==> config.mk <==
export PLATFORM = sky130hd
export DESIGN_NAME = pulse_train_tx
export DESIGN_NICKNAME = d
export VERILOG_FILES = /design/src/rtl/pulse_link_pkg.sv /design/src/rtl/phase_timer.sv /design/src/rtl/pulse_train_tx.sv
export SDC_FILE = /design/constraint.sdc
export NUM_CORES = 1
export LEC_CHECK = 0
export CAP_MARGIN = 20
export CORE_MARGIN = 3
export CORE_UTILIZATION = 55
export CTS_BUF_LIST = sky130_fd_sc_hd__clkbuf_8
export CTS_CLUSTER_SIZE = 14
export DETAILED_ROUTE_END_ITERATION = 6
export PLACE_DENSITY = 0.83
export SLEW_MARGIN = 20
export SYNTH_ARGS = -nofsm -noshare
export SYNTH_HDL_FRONTEND = slang
export SYNTH_SLANG_ARGS = --single-unit
export TNS_END_PERCENT = 50
==> constraint.sdc <==
create_clock -name clk -period 3.4 [get_ports clk]
set_input_delay 0.34 -clock clk [delete_from_list [all_inputs] [get_ports clk]]
set_output_delay 0.34 -clock clk [all_outputs]
set_load 0.05 [all_outputs]
==> src/rtl/pulse_link_pkg.sv <==
// Shared definitions for the single-wire pulse-count select link.
// Both the transmitter and receiver pull their timing defaults from here.
package pulse_link_pkg;

    typedef enum logic [1:0] {
        ST_IDLE = 2'd0,
        ST_HIGH = 2'd1,
        ST_LOW  = 2'd2,
        ST_GAP  = 2'd3
    } pulse_state_e;

    localparam int DEF_SEL_W    = 3;
    localparam int DEF_HIGH_CYC = 2;
    localparam int DEF_LOW_CYC  = 2;
    localparam int DEF_GAP_CYC  = 8;

    function automatic int max3(input int a, input int b, input int c);
        int m;
        m = (a > b) ? a : b;
        return (m > c) ? m : c;
    endfunction

    // Wide enough to hold the longest phase length without wrapping.
    function automatic int phase_cnt_w(input int h, input int l, input int g);
        return $clog2(max3(h, l, g)) + 1;
    endfunction

endpackage

==> src/rtl/phase_timer.sv <==
// Loadable down-counter: load captures value-1, expire is high while the count sits at 0.
// The count holds at 0 rather than wrapping.
module phase_timer #(
    parameter int CNT_W = 4
) (
    input  logic             clk,
    input  logic             rst_n,
    input  logic             load,
    input  logic [CNT_W-1:0] value,
    output logic             expire
);

    localparam logic [CNT_W-1:0] ONE = CNT_W'(1);

    logic [CNT_W-1:0] count_reg;

    always_ff @(posedge clk) begin
        if (!rst_n) begin
            count_reg <= '0;
        end else if (load) begin
            count_reg <= value - ONE;
        end else if (count_reg != '0) begin
            count_reg <= count_reg - ONE;
        end
    end

    assign expire = (count_reg == '0);

endmodule

==> src/rtl/pulse_train_tx.sv <==
// Pulse-count transmitter: sends code+1 fixed-width pulses on a_out, then a low gap
// long enough for the receiver to treat it as a frame delimiter.
module pulse_train_tx
    import pulse_link_pkg::*;
#(
    parameter int SEL_W    = DEF_SEL_W,
    parameter int HIGH_CYC = DEF_HIGH_CYC,
    parameter int LOW_CYC  = DEF_LOW_CYC,
    parameter int GAP_CYC  = DEF_GAP_CYC
) (
    input  logic             clk,
    input  logic             rst_n,
    input  logic [SEL_W-1:0] sel_in,
    input  logic             sel_valid,
    output logic             sel_ready,
    output logic             a_out,
    output logic             busy,
    output logic             done
);

    localparam int CNT_W = phase_cnt_w(HIGH_CYC, LOW_CYC, GAP_CYC);

    localparam logic [CNT_W-1:0] HIGH_VAL = CNT_W'(HIGH_CYC);
    localparam logic [CNT_W-1:0] LOW_VAL  = CNT_W'(LOW_CYC);
    localparam logic [CNT_W-1:0] GAP_VAL  = CNT_W'(GAP_CYC);
    localparam logic [SEL_W:0]   REM_ONE  = (SEL_W+1)'(1);

    pulse_state_e     state_reg, state_next;
    logic [SEL_W:0]   remaining_reg, remaining_next;
    logic             ready_reg;
    logic             a_out_reg;
    logic             done_reg;

    logic             tmr_load;
    logic [CNT_W-1:0] tmr_value;
    logic             tmr_expire;
    logic             handshake;

    phase_timer #(
        .CNT_W (CNT_W)
    ) u_phase_timer (
        .clk    (clk),
        .rst_n  (rst_n),
        .load   (tmr_load),
        .value  (tmr_value),
        .expire (tmr_expire)
    );

    // ready_reg keeps sel_ready low until the first clock after reset is released.
    assign sel_ready = ready_reg && (state_reg == ST_IDLE);
    assign handshake = sel_valid && sel_ready;

    always_comb begin
        state_next     = state_reg;
        remaining_next = remaining_reg;
        tmr_load       = 1'b0;
        tmr_value      = HIGH_VAL;
        case (state_reg)
            ST_IDLE: begin
                if (handshake) begin
                    remaining_next = {1'b0, sel_in} + REM_ONE;
                    state_next     = ST_HIGH;
                    tmr_load       = 1'b1;
                    tmr_value      = HIGH_VAL;
                end
            end
            ST_HIGH: begin
                if (tmr_expire) begin
                    state_next = ST_LOW;
                    tmr_load   = 1'b1;
                    tmr_value  = LOW_VAL;
                end
            end
            ST_LOW: begin
                if (tmr_expire) begin
                    remaining_next = remaining_reg - REM_ONE;
                    tmr_load       = 1'b1;
                    if (remaining_reg == REM_ONE) begin
                        state_next = ST_GAP;
                        tmr_value  = GAP_VAL;
                    end else begin
                        state_next = ST_HIGH;
                        tmr_value  = HIGH_VAL;
                    end
                end
            end
            ST_GAP: begin
                if (tmr_expire) begin
                    state_next = ST_IDLE;
                end
            end
            default: begin
                state_next = ST_IDLE;
            end
        endcase
    end

    always_ff @(posedge clk) begin
        if (!rst_n) begin
            state_reg     <= ST_IDLE;
            remaining_reg <= '0;
            ready_reg     <= 1'b0;
            a_out_reg     <= 1'b0;
            done_reg      <= 1'b0;
        end else begin
            state_reg     <= state_next;
            remaining_reg <= remaining_next;
            ready_reg     <= 1'b1;
            // Registered from the next state so a_out is high exactly while in HIGH.
            a_out_reg     <= (state_next == ST_HIGH);
            done_reg      <= (state_reg == ST_GAP) && tmr_expire;
        end
    end

    assign a_out = a_out_reg;
    assign done  = done_reg;
    assign busy  = (state_reg != ST_IDLE);

endmodule

==> summary.md, run 1 <==
| Metric | Value |
|---|---|
| Cell type contributing the most total cell area after synthesis | sky130_fd_sc_hd__dfxtp_1 |
| Cell Rows | 12 |
| Clock network fraction of design power | 19.0% |
| Global-route total usage across every layer | 17.0% |
| Flip-flop and latch count after synthesis | 13 |
| DR vias | 633 |
| Fin Setup TNS | 0 ns |
| DP Cell Count | 107 |
| Number of top-level pins | 10 |
| Smallest hold slack | 0.471 ns |
| Count of different cell masters after synthesis | 38 |
| Sequential share of power | 30.3% |
| GR Overflow Total | 0 |
| Number of nets in the layout | 113 |
| Number of global-route vias before repair | 570 |
| Area delta synth->final | 18.5% |
| HPWL reported at the end of detailed placement | 1090 microns |
| Count of final setup violators | 0 |
| Top cells by area in the synthesized netlist | sky130_fd_sc_hd__dfxtp_1, sky130_fd_sc_hd__ha_1, sky130_fd_sc_hd__nor2_1, sky130_fd_sc_hd__o21ai_0, sky130_fd_sc_hd__inv_1 |
| Number of sinks handled by clock tree synthesis | 13 |
| Number of cells on the worst reg-to-reg path | 7 |
| Initial core utilization | 63.9% |
| Mean area per synthesized cell | 9.03 sq um |
| Clock transition at the registers of the reported paths | 0.05 ns |
| Syn Std Cell Area | 777 sq um |
| Final Hold Vio Count | 0 |
| Count of hold buffers inserted by post-cts repair | 0 |
| Worst min path class | flip-flop to flip-flop |
| Floorplan core area | 0.00122 sq mm |
| Via-per-instance ratio | 5.70 |
| Post-synthesis sequential area ratio | 33.5% |
| Critical Path RT | 3.56 ns |
| Share of cells above drive strength 1 | 9.28% |
| Leakage | 0.363 nW |
| Source-to-sink clock delay at the later pin of the worst-skew pair | 0.24 ns |
| Skew final | 0.00137 ns |
| Maximum clock insertion buffer count | 2 |
| Slew margin rel. | 36.0% |
| Capturing element type of the critical path | flip-flop |
| Final cell count without fillers | 111 |
| Clock period minus final worst setup slack | 2.28 ns |
| IR drop worst, VDD | 0.472 mV |
| Total CTS buffers | 3 |
| Endpoint of the worst-slack reg-to-reg timing path | u_phase_timer.count_reg[2] |
| Critical-path maximum fanout | 8 |
| Combinational power share | 50.8% |
| Setup crit start kind | flip-flop |
| Postcts setup bufs | 0 |
| Setup repair after global routing missed its margin | no |
| First element of the critical path | u_phase_timer.count_reg[0] |
| Synth Net Count | 101 |
| P per Cell Area | 778 mW/mm^2 |
| Wirelength per Cell | 13.2 microns |
| Count of mapped cells out of synthesis | 86 |
| Cell-internal power | 0.423 mW |
| Buffers added on ports | 9 |
| Level count of the clock H-tree | 1 |
| Total wire length after detailed routing | 1460 microns |
| 1st-iter DRT viols | 13 |
| Max capacitance violation total | 0 |
| Ant. Diodes | 0 |
| Routability Congestion | 0.767 |
| Global-route wire length before repair | 2440 microns |
| Width of the chip | 43.6 microns |
| Actual slew at the worst max-slew pin | 0.951 ns |
| Y dimension of the die | 43.6 microns |
| Clock root cell | sky130_fd_sc_hd__clkbuf_8 |
| Final worst path period share | 67.2% |
| Drc violations | 0 |
| Total Die Area | 0.00190 sq mm |
| Outcome | finished clean |
| Antenna violations before repair | 0 |
| Initial DRT Pass Iterations | 4 |
| Largest net degree at the start of global routing | 15 |
| Post-synth top area share | 33.5% |
| Number of inserted filler cells in the final layout | 85 |
| Switching part of the total | 41.0% |
| Net Switching | 0.293 mW |
| Fmax | 0.438 GHz |
| Number of resized instances in the post-cts repair step | 0 |
| Startpoint-to-endpoint class of the critical path | flip-flop to flip-flop |
| Max Transition Viols Final | 0 |
| Worst r2r src | u_phase_timer.count_reg[0] |
| Flop2flop setup slack | 1.12 ns |
| Yosys warns | 0 |
| Capturing element of the worst setup path | u_phase_timer.count_reg[2] |
| TritonCTS clock tree | yes |
| ANT nets after route | 0 |
| CP arrival | 2.45 ns |
==> worst max-delay path, cell delays in order (launching register included) <==
cell and delay, ns:
sky130_fd_sc_hd__dfxtp_1 0.33, sky130_fd_sc_hd__or4_4 0.58, sky130_fd_sc_hd__o22ai_1 0.46, sky130_fd_sc_hd__nor2_1 0.07, sky130_fd_sc_hd__a31o_2 0.23, sky130_fd_sc_hd__ha_1 0.20
sky130_fd_sc_hd__nand3b_1 0.14, sky130_fd_sc_hd__o21ai_0 0.18
==> power groups by stage <==
| stage | Clock (mW) | Sequential (mW) | Combinational, mW |
|---|---|---|---|
| after floorplan | 0 | 0.223 | 0.274 |
| after global placement | 0 | 0.218 | 0.354 |
| after detailed placement | 0 | 0.219 | 0.362 |
| after CTS | 0.138 | 0.216 | 0.363 |
| after global routing | 0.145 | 0.225 | 0.397 |
| final | 0.136 | 0.217 | 0.364 |
==> cell usage after synthesis <==
cell	count
sky130_fd_sc_hd__nor4_1	1
sky130_fd_sc_hd__nand2b_1	3
sky130_fd_sc_hd__or3_1	1
sky130_fd_sc_hd__or2b_1	1
sky130_fd_sc_hd__nor3b_1	1
sky130_fd_sc_hd__a21boi_2	1
sky130_fd_sc_hd__nand3_1	3
sky130_fd_sc_hd__o21a_1	1
sky130_fd_sc_hd__or4_4	1
sky130_fd_sc_hd__nor2_1	9
sky130_fd_sc_hd__a31o_2	1
sky130_fd_sc_hd__buf_2	1
sky130_fd_sc_hd__nand3b_1	1
sky130_fd_sc_hd__dfxtp_1	13
sky130_fd_sc_hd__o2bb2ai_1	1
sky130_fd_sc_hd__nor4bb_1	1
sky130_fd_sc_hd__o311a_1	1
sky130_fd_sc_hd__and3_1	1
sky130_fd_sc_hd__clkbuf_1	1
sky130_fd_sc_hd__inv_1	5
sky130_fd_sc_hd__a21boi_0	2
sky130_fd_sc_hd__o21ai_0	4
sky130_fd_sc_hd__and2_1	2
sky130_fd_sc_hd__or3b_2	1
sky130_fd_sc_hd__or4_1	1
sky130_fd_sc_hd__a211o_1	1
sky130_fd_sc_hd__o31ai_1	1
sky130_fd_sc_hd__o311ai_0	1
sky130_fd_sc_hd__a22o_4	1
sky130_fd_sc_hd__a41oi_1	1
sky130_fd_sc_hd__xnor2_1	1
sky130_fd_sc_hd__nand2_1	3
sky130_fd_sc_hd__a21oi_1	3
sky130_fd_sc_hd__o211ai_1	1
sky130_fd_sc_hd__nor2b_1	3
sky130_fd_sc_hd__o22ai_1	2
sky130_fd_sc_hd__ha_1	9
sky130_fd_sc_hd__o221a_2	1
==> cells in the final DEF (no fill, tap or decap), types with 2 or more instances in the layout <==
cell	n
sky130_fd_sc_hd__a21oi_1	3
sky130_fd_sc_hd__o21ai_0	4
sky130_fd_sc_hd__dfxtp_1	13
sky130_fd_sc_hd__clkdlybuf4s50_1	9
sky130_fd_sc_hd__o22ai_1	2
sky130_fd_sc_hd__nand3_1	3
sky130_fd_sc_hd__nor2b_1	3
sky130_fd_sc_hd__and2_1	2
sky130_fd_sc_hd__a21boi_0	2
sky130_fd_sc_hd__nand2b_1	3
sky130_fd_sc_hd__ha_1	9
sky130_fd_sc_hd__inv_1	6
sky130_fd_sc_hd__clkbuf_8	3
sky130_fd_sc_hd__nor2_1	9
sky130_fd_sc_hd__nand2_1	3
==> area by class of cell <==
class	instances	area (sq um)	area share, %
clock buffers	3	41.3	4.48
clock inverters	1	3.75	0.408
inverters	5	18.8	2.04
multi-input cells	66	489	53.1
flip-flops and latches	13	260	28.3
well taps	14	17.5	1.90
repair buffers	9	90.1	9.78
==> metrics by stage <==
step / setup slack (ns) / util [%] / cell area, sq um / total power [mW]
5_1_grt: 0.951 / 75.7 / 921 / 0.768
6_report: 1.12 / 75.7 / 921 / 0.716
4_1_cts: 1.14 / 75.7 / 921 / 0.717
3_3_place_gp: 1.17 / 72.0 / 876 / 0.572
2_1_floorplan: 1.36 / - / 777 / 0.497
3_5_place_dp: 1.10 / 72.0 / 876 / 0.581
==> kinds of logic (layout without fill, tap and decap cells) <==
family | Yosys count | after routing | share of synthesized area (%)
AOI/OAI and AO/OA | 23 | 23 | 23.0
DFF | 13 | 13 | 33.5
buffers and inverters | 7 | 18 | 3.54
and+or+nand+nor | 33 | 33 | 24.3
adders and majority gates | 9 | 9 | 14.5
xor gates and xnor gates | 1 | 1 | 1.13
==> metal layers <==
metal | GRT usage (%) | up-vias | wire length, microns
met5 | 0 | - | 0
li1 | - | 332 | -
met2 | 27.6 | 11 | 665
met1 | 21.3 | 290 | 726
met4 | 3.61 | 0 | 0
met3 | 6.64 | 0 | 69
==> worst min path at each step <==
stage / to / slack [ns] / cells after the start / from
after CTS: remaining_reg[3] / 0.47 / 2 / remaining_reg[3]
final: remaining_reg[3] / 0.47 / 2 / remaining_reg[3]
after global placement: remaining_reg[3] / 0.46 / 2 / remaining_reg[3]
after floorplan: ready_reg / 0.37 / 0 / rst_n
after detailed placement: remaining_reg[3] / 0.46 / 2 / remaining_reg[3]
after global routing: remaining_reg[3] / 0.52 / 2 / remaining_reg[3]
Note: power is estimated with default switching activity, not from simulation.
==> run 2, diff against run 1 <==
- CORE_ASPECT_RATIO: default -> 0.9
- CORE_UTILIZATION: 55 -> 50
- PLACE_DENSITY: 0.83 -> 0.8
- clock period: 3.4 -> 1.95 ns (I/O delays scaled with it)
==> summary.md, run 2 (synthesis results as in run 1) <==
| Metric | Value |
|---|---|
| DR vias | 660 (+4.3%) |
| Level count of the clock H-tree | 1 (unchanged) |
| Final cell count without fillers | 115 (+3.6%) |
| First element of the critical path | u_phase_timer.count_reg[3] |
| Total wire length after detailed routing | 1520 microns (+3.9%) |
| Count of hold buffers inserted by post-cts repair | 0 (unchanged) |
| Capturing element type of the critical path | flip-flop |
| Worst path cell trace | or4_4, o22ai_4, nor2_1, a31o_2, ha_1, nor3b_2 |
| Fmax | 0.533 GHz (+22%) |
| Number of inserted filler cells in the final layout | 96 (+13%) |
| Y dimension of the die | 43.4 microns (-0.42%) |
| Wirelength per Cell | 13.2 microns (+0.29%) |
| Largest net degree at the start of global routing | 15 (unchanged) |
| Critical-path maximum fanout | 5 (-3) |
| Max capacitance violation total | 0 (unchanged) |
| Actual slew at the worst max-slew pin | 0.505 ns (-0.445 ns) |
| 1st-iter DRT viols | 10 (-3) |
| Worst r2r src | u_phase_timer.count_reg[3] |
| Worst min path class | flip-flop to flip-flop |
| Number of top-level pins | 10 (unchanged) |
| Most used cells in the layout excluding fill and tap cells | sky130_fd_sc_hd__dfxtp_1, sky130_fd_sc_hd__nor2_1, sky130_fd_sc_hd__ha_1, sky130_fd_sc_hd__clkdlybuf4s50_1 |
| Leakage | 0.392 nW (+8.2%) |
| Capturing element of the worst setup path | u_phase_timer.count_reg[1] |
| Buffers added on ports | 9 (unchanged) |
| Final Util | 73.2% (-2.5 points) |
| Drc violations | 0 (unchanged) |
| Postcts setup bufs | 0 (unchanged) |
| Clock root cell | sky130_fd_sc_hd__clkbuf_8 |
| Via-per-instance ratio | 5.74 (+0.64%) |
| Area delta synth->final | 25.9% |
| Maximum clock insertion buffer count | 2 (unchanged) |
| Global-route wire length before repair | 2380 microns (-2.5%) |
| Slowest stage delay, CP | 0.59 ns (about the same) |
| Number of global-route vias before repair | 551 (-3.3%) |
| Antenna violations before repair | 0 (unchanged) |
| GR Overflow Total | 0 (unchanged) |
| Total Die Area | 0.00206 sq mm (+8.6%) |
| Slowest cell on the critical path | sky130_fd_sc_hd__or4_4 |
| Endpoint of the worst-slack reg-to-reg timing path | u_phase_timer.count_reg[1] |
| Global-route total usage across every layer | 16.4% (-0.68 points) |
| Floorplan core area | 0.00134 sq mm (+9.9%) |
| Number of cells on the worst reg-to-reg path | 6 (-1) |
| Switching part of the total | 40.2% (-0.74 points) |
| ANT nets after route | 0 (unchanged) |
| Max Transition Viols Final | 0 (unchanged) |
| Combinational power share | 54.6% (+3.8 points) |
| Clock network fraction of design power | 16.9% (-2.1 points) |
| Routability Congestion | 0.766 (-0.14%) |
| Critical Path RT | 2.12 ns (-1.44 ns) |
| Outcome | finished clean |
| CP arrival | 2.05 ns (-0.40 ns) |
| Flop2flop setup slack | 0.07 ns (-1.04 ns) |
| Source-to-sink clock delay at the later pin of the worst-skew pair | 0.24 ns (about the same) |
| Number of sinks handled by clock tree synthesis | 13 (unchanged) |
| Skew final | 0.00226 ns (+0.000887 ns) |
| Clock transition at the registers of the reported paths | 0.05 ns (about the same) |
| Share of cells above drive strength 1 | 20.8% (+12 points) |
| DP Cell Count | 111 (+3.7%) |
| Setup crit start kind | flip-flop |
| Initial DRT Pass Iterations | 4 (unchanged) |
| Most common library cell in the layout ignoring fill and taps | sky130_fd_sc_hd__dfxtp_1 |
| Ant. Diodes | 0 (unchanged) |
| Initial core utilization | 58.1% (-5.7 points) |
| Clock period minus final worst setup slack | 1.88 ns (-0.408 ns) |
| Final Hold Vio Count | 0 (unchanged) |
| P per Cell Area | 1380 mW/mm^2 (+77%) |
| TritonCTS clock tree | yes |
| Number of nets in the layout | 117 (+3.5%) |
| Cell-internal power | 0.805 mW (+90%) |
| Total CTS buffers | 3 (unchanged) |
| Startpoint-to-endpoint class of the critical path | flip-flop to flip-flop |
| Final worst path period share | 96.2% (+29 points) |
| Sequential share of power | 28.5% (-1.8 points) |
| Width of the chip | 47.6 microns (+9.1%) |
| IR drop worst, VDD | 0.966 mV (+100%) |
| Slew margin rel. | 66.2% (+30 points) |
| Net Switching | 0.541 mW (+85%) |
| HPWL reported at the end of detailed placement | 1130 microns (+3.0%) |
| Cell Rows | 12 (unchanged) |
| Count of final setup violators | 0 (unchanged) |
-- run 2: metal layers --
| metal | up-vias | part of all wire, % | global-route usage, % |
|---|---|---|---|
| li1 | 341 | - | - |
| met1 | 306 | 47 | 22.1 |
| met2 | 11 | 47 | 23.0 |
| met3 | 2 | 5.3 | 9.13 |
| met4 | 0 | 0.40 | 3.23 |
| met5 | - | 0 | 0 |
-- run 2: final cells by class --
cell class	count	area [sq um]	area share, %
Clock buffer	3	41.3	4.22
Clock inverter	1	3.75	0.384
Timing Repair Buffer	13	115	11.8
Multi-Input combinational cell	66	519	53.1
Inverter	5	18.8	1.92
Sequential cell	13	263	26.9
Tap cell	14	17.5	1.79
-- run 2: worst min-delay path by stage --
stage	depth (start not counted)	end	startpoint	slack, ns
floorplan	0	ready_reg	rst_n	0.22
global placement	2	remaining_reg[3]	remaining_reg[3]	0.46
detailed placement	2	remaining_reg[3]	remaining_reg[3]	0.46
CTS	2	remaining_reg[3]	remaining_reg[3]	0.47
global route	2	remaining_reg[3]	remaining_reg[3]	0.50
finish	2	remaining_reg[3]	remaining_reg[3]	0.48
-- run 2: worst max-delay path: cells and delay by family, from the launching register on --
kind | cells | cell delay, ns
AND/OR/NAND/NOR | 3 | 0.82
AO/OA/AOI/OAI | 2 | 0.37
flip-flops | 1 | 0.32
adder cells (fa/ha/maj) | 1 | 0.30
-- run 2: power groups by stage --
stage,Combinational [mW],Sequential [mW],Clock (mW)
after CTS,0.691,0.379,0.236
final,0.735,0.383,0.228
after global routing,0.801,0.395,0.250
after floorplan,0.488,0.389,0
after detailed placement,0.687,0.384,0
after global placement,0.672,0.380,0
-- run 2: through the flow --
step	setup TNS (ns)	worst slack [ns]	hold slack, ns	instance area, sq um	power [mW]
after floorplan	0	0.0424	0.223	783	0.877
after global placement	0	0.0904	0.462	907	1.05
after detailed placement	0	0.0556	0.463	907	1.07
after CTS	0	0.0448	0.468	952	1.31
after global routing	-0.00559	-0.00559	0.500	978	1.45
final	0	0.0738	0.476	978	1.35
-- run 2: timing repair --
item	CTS	global route
resized for setup	0	7
endpoints found under the setup margin	0	2
hold endpoints to repair	0	0
==> run 3, diff against run 2 <==
- CORE_MARGIN: 3 -> 2
==> summary.md, run 3 (synthesis results as in run 1) <==
| Metric | Value |
|---|---|
| Final cell count without fillers | 120 (+4.3%) |
| Wirelength per Cell | 13.3 microns (+0.38%) |
| Startpoint-to-endpoint class of the critical path | flip-flop to flip-flop |
| Smallest hold slack | 0.475 ns (-0.000694 ns) |
| Most used cells in the layout excluding fill and tap cells | sky130_fd_sc_hd__dfxtp_1, sky130_fd_sc_hd__buf_4, sky130_fd_sc_hd__nor2_1, sky130_fd_sc_hd__ha_1, sky130_fd_sc_hd__clkdlybuf4s50_1 |
| Switching part of the total | 39.8% (-0.37 points) |
| Global-route total usage across every layer | 19.5% (+3.1 points) |
| Critical Path RT | 2.13 ns (about the same) |
| Largest net degree at the start of global routing | 15 (unchanged) |
| Slowest stage delay, CP | 0.36 ns (-0.23 ns) |
| Number of top-level pins | 10 (unchanged) |
| Final standard cell area without fillers | 0.00101 sq mm (+2.9%) |
| Combinational power share | 55.6% (+1.0 points) |
| Floorplan core area | 0.00145 sq mm (+8.3%) |
| TritonCTS clock tree | yes |
| HPWL reported at the end of detailed placement | 1190 microns (+5.5%) |
| Via-per-instance ratio | 5.63 (-1.8%) |
| Clock root cell | sky130_fd_sc_hd__clkbuf_8 |
| Antenna violations before repair | 0 (unchanged) |
| Total Die Area | 0.00189 sq mm (-8.6%) |
| DP Cell Count | 116 (+4.5%) |
| Global-route wire length before repair | 2750 microns (+15%) |
| Sequential Area | 269 sq um (+2.4%) |
| Total wire length after detailed routing | 1590 microns (+4.7%) |
| ANT nets after route | 0 (unchanged) |
| Y dimension of the die | 41.4 microns (-4.6%) |
| Count of final setup violators | 0 (unchanged) |
| Clock network fraction of design power | 16.8% (about the same) |
| Worst path cell trace | inv_1, ha_1, nand2b_1, o22ai_4, buf_4, a31o_2, ha_1, nand3b_1, o21ai_1 |
| Fmax | 0.537 GHz (+0.75%) |
| Routability Congestion | 0.871 (+14%) |
| Max capacitance violation total | 0 (unchanged) |
| Number of inserted filler cells in the final layout | 116 (+21%) |
| Ant. Diodes | 0 (unchanged) |
| Max Transition Viols Final | 0 (unchanged) |
| Initial DRT Pass Iterations | 6 (+2) |
| Slowest cell on the critical path | sky130_fd_sc_hd__dfxtp_4 |
| Final Hold Vio Count | 0 (unchanged) |
| 1st-iter DRT viols | 9 (-1) |
| Cell Rows | 13 (+1) |
| Setup crit start kind | flip-flop |
| Flop2flop setup slack | 0.09 ns (about the same) |
| Area delta synth->final | 29.6% |
| Worst min path class | flip-flop to flip-flop |
| Post-layout worst setup margin | 0.0878 ns (+0.0139 ns) |
| Total CTS buffers | 3 (unchanged) |
| Sequential share of power | 27.6% (-0.9 points) |
| Skew final | 0.000507 ns (-0.00175 ns) |
| Share of cells above drive strength 1 | 24.8% (+4.0 points) |
| Final worst path period share | 95.5% (-0.72 points) |
| P per Cell Area | 1400 mW/mm^2 (+1.8%) |
| Cell-internal power | 0.848 mW (+5.4%) |
| Most prevalent standard cell on the critical path | sky130_fd_sc_hd__ha_1 |
| Setup WS pre-CTS | 0.0193 ns (-0.0363 ns) |
| Hold depth | 2 (unchanged) |
| Outcome | finished clean |
| Number of global-route vias before repair | 648 (+18%) |
| Number of nets in the layout | 121 (+3.4%) |
| Level count of the clock H-tree | 1 (unchanged) |
| Buffers added on ports | 9 (unchanged) |
| Source-to-sink clock delay at the later pin of the worst-skew pair | 0.24 ns (about the same) |
| Net Switching | 0.562 mW (+3.8%) |
| Actual slew at the worst max-slew pin | 0.499 ns (-0.00592 ns) |
| Initial core utilization | 53.7% (-4.5 points) |
| Clock transition at the registers of the reported paths | 0.05 ns (about the same) |
| IR drop worst, VDD | 0.980 mV (+1.5%) |
| Critical-path maximum fanout | 5 (unchanged) |
| GR Overflow Total | 0 (unchanged) |
| Area of the multi-input gates | 510 sq um (-1.7%) |
| Number of sinks handled by clock tree synthesis | 13 (unchanged) |
| Cell area after placement | 938 sq um (+3.4%) |
| CP arrival | 2.04 ns (about the same) |
| Number of cells on the worst reg-to-reg path | 9 (+3) |
| Postcts setup bufs | 0 (unchanged) |
| Width of the chip | 45.6 microns (-4.2%) |
| Capturing element type of the critical path | flip-flop |
| Leakage | 0.408 nW (+4.0%) |
| DR vias | 676 (+2.4%) |
| Slew margin rel. | 66.6% (+0.40 points) |
| Fin Setup TNS | 0 ns (unchanged) |
| Maximum clock insertion buffer count | 2 (unchanged) |
| Clock period minus final worst setup slack | 1.86 ns (-0.0139 ns) |
| Drc violations | 0 (unchanged) |
[run 3: repair_timing]
action,in CTS,in global routing
endpoints found under the setup margin,1,2
pin swaps,0,3
gates cloned,0,0
hold buffers,0,0
resized for setup,1,9
[run 3: worst max-delay path, delay by kind of cell (launching register included)]
kind / cells / cell delay [ns]
flops: 1 / 0.36
buf+inv: 2 / 0.23
compound gates: 3 / 0.46
simple gates: 2 / 0.27
fa+ha+maj: 2 / 0.48
[run 3: layout make-up]
cell class	count	area share [%]
Clock inverter	1	0.373
Tap cell	15	1.86
Sequential cell	13	26.7
Timing Repair Buffer	17	14.4
Clock buffer	3	4.10
Multi-Input combinational cell	66	50.7
Inverter	5	1.86
[run 3: final timing paths]
check                   startpoint                    endpoint
hold reg to reg   remaining_reg[3]            remaining_reg[3]
setup / recovery      state_reg[1]  u_phase_timer.count_reg[2]
setup reg to reg      state_reg[1]  u_phase_timer.count_reg[2]
hold / removal    remaining_reg[3]            remaining_reg[3]
[run 3: stage by stage]
step | total power, mW | util (%)
after detailed placement | 1.12 | 64.8
after floorplan | 0.877 | -
after global placement | 1.10 | 64.8
after CTS | 1.38 | 68.3
final | 1.41 | 69.6
after global routing | 1.52 | 69.6
[run 3: power by group through the flow]
stage | registers, mW | clock network (mW) | logic, mW
finish | 0.390 | 0.237 | 0.784
floorplan | 0.389 | 0 | 0.488
global placement | 0.381 | 0 | 0.718
detailed placement | 0.385 | 0 | 0.738
CTS | 0.379 | 0.244 | 0.755
global route | 0.402 | 0.255 | 0.865
[run 3: per-layer routing]
layer	GRT usage (%)	share of wire [%]	vias up
met2	28.2	48	18
met3	8.70	5.8	2
li1	-	-	351
met4	6.47	0.94	0
met5	0	0	-
met1	25.5	45	305
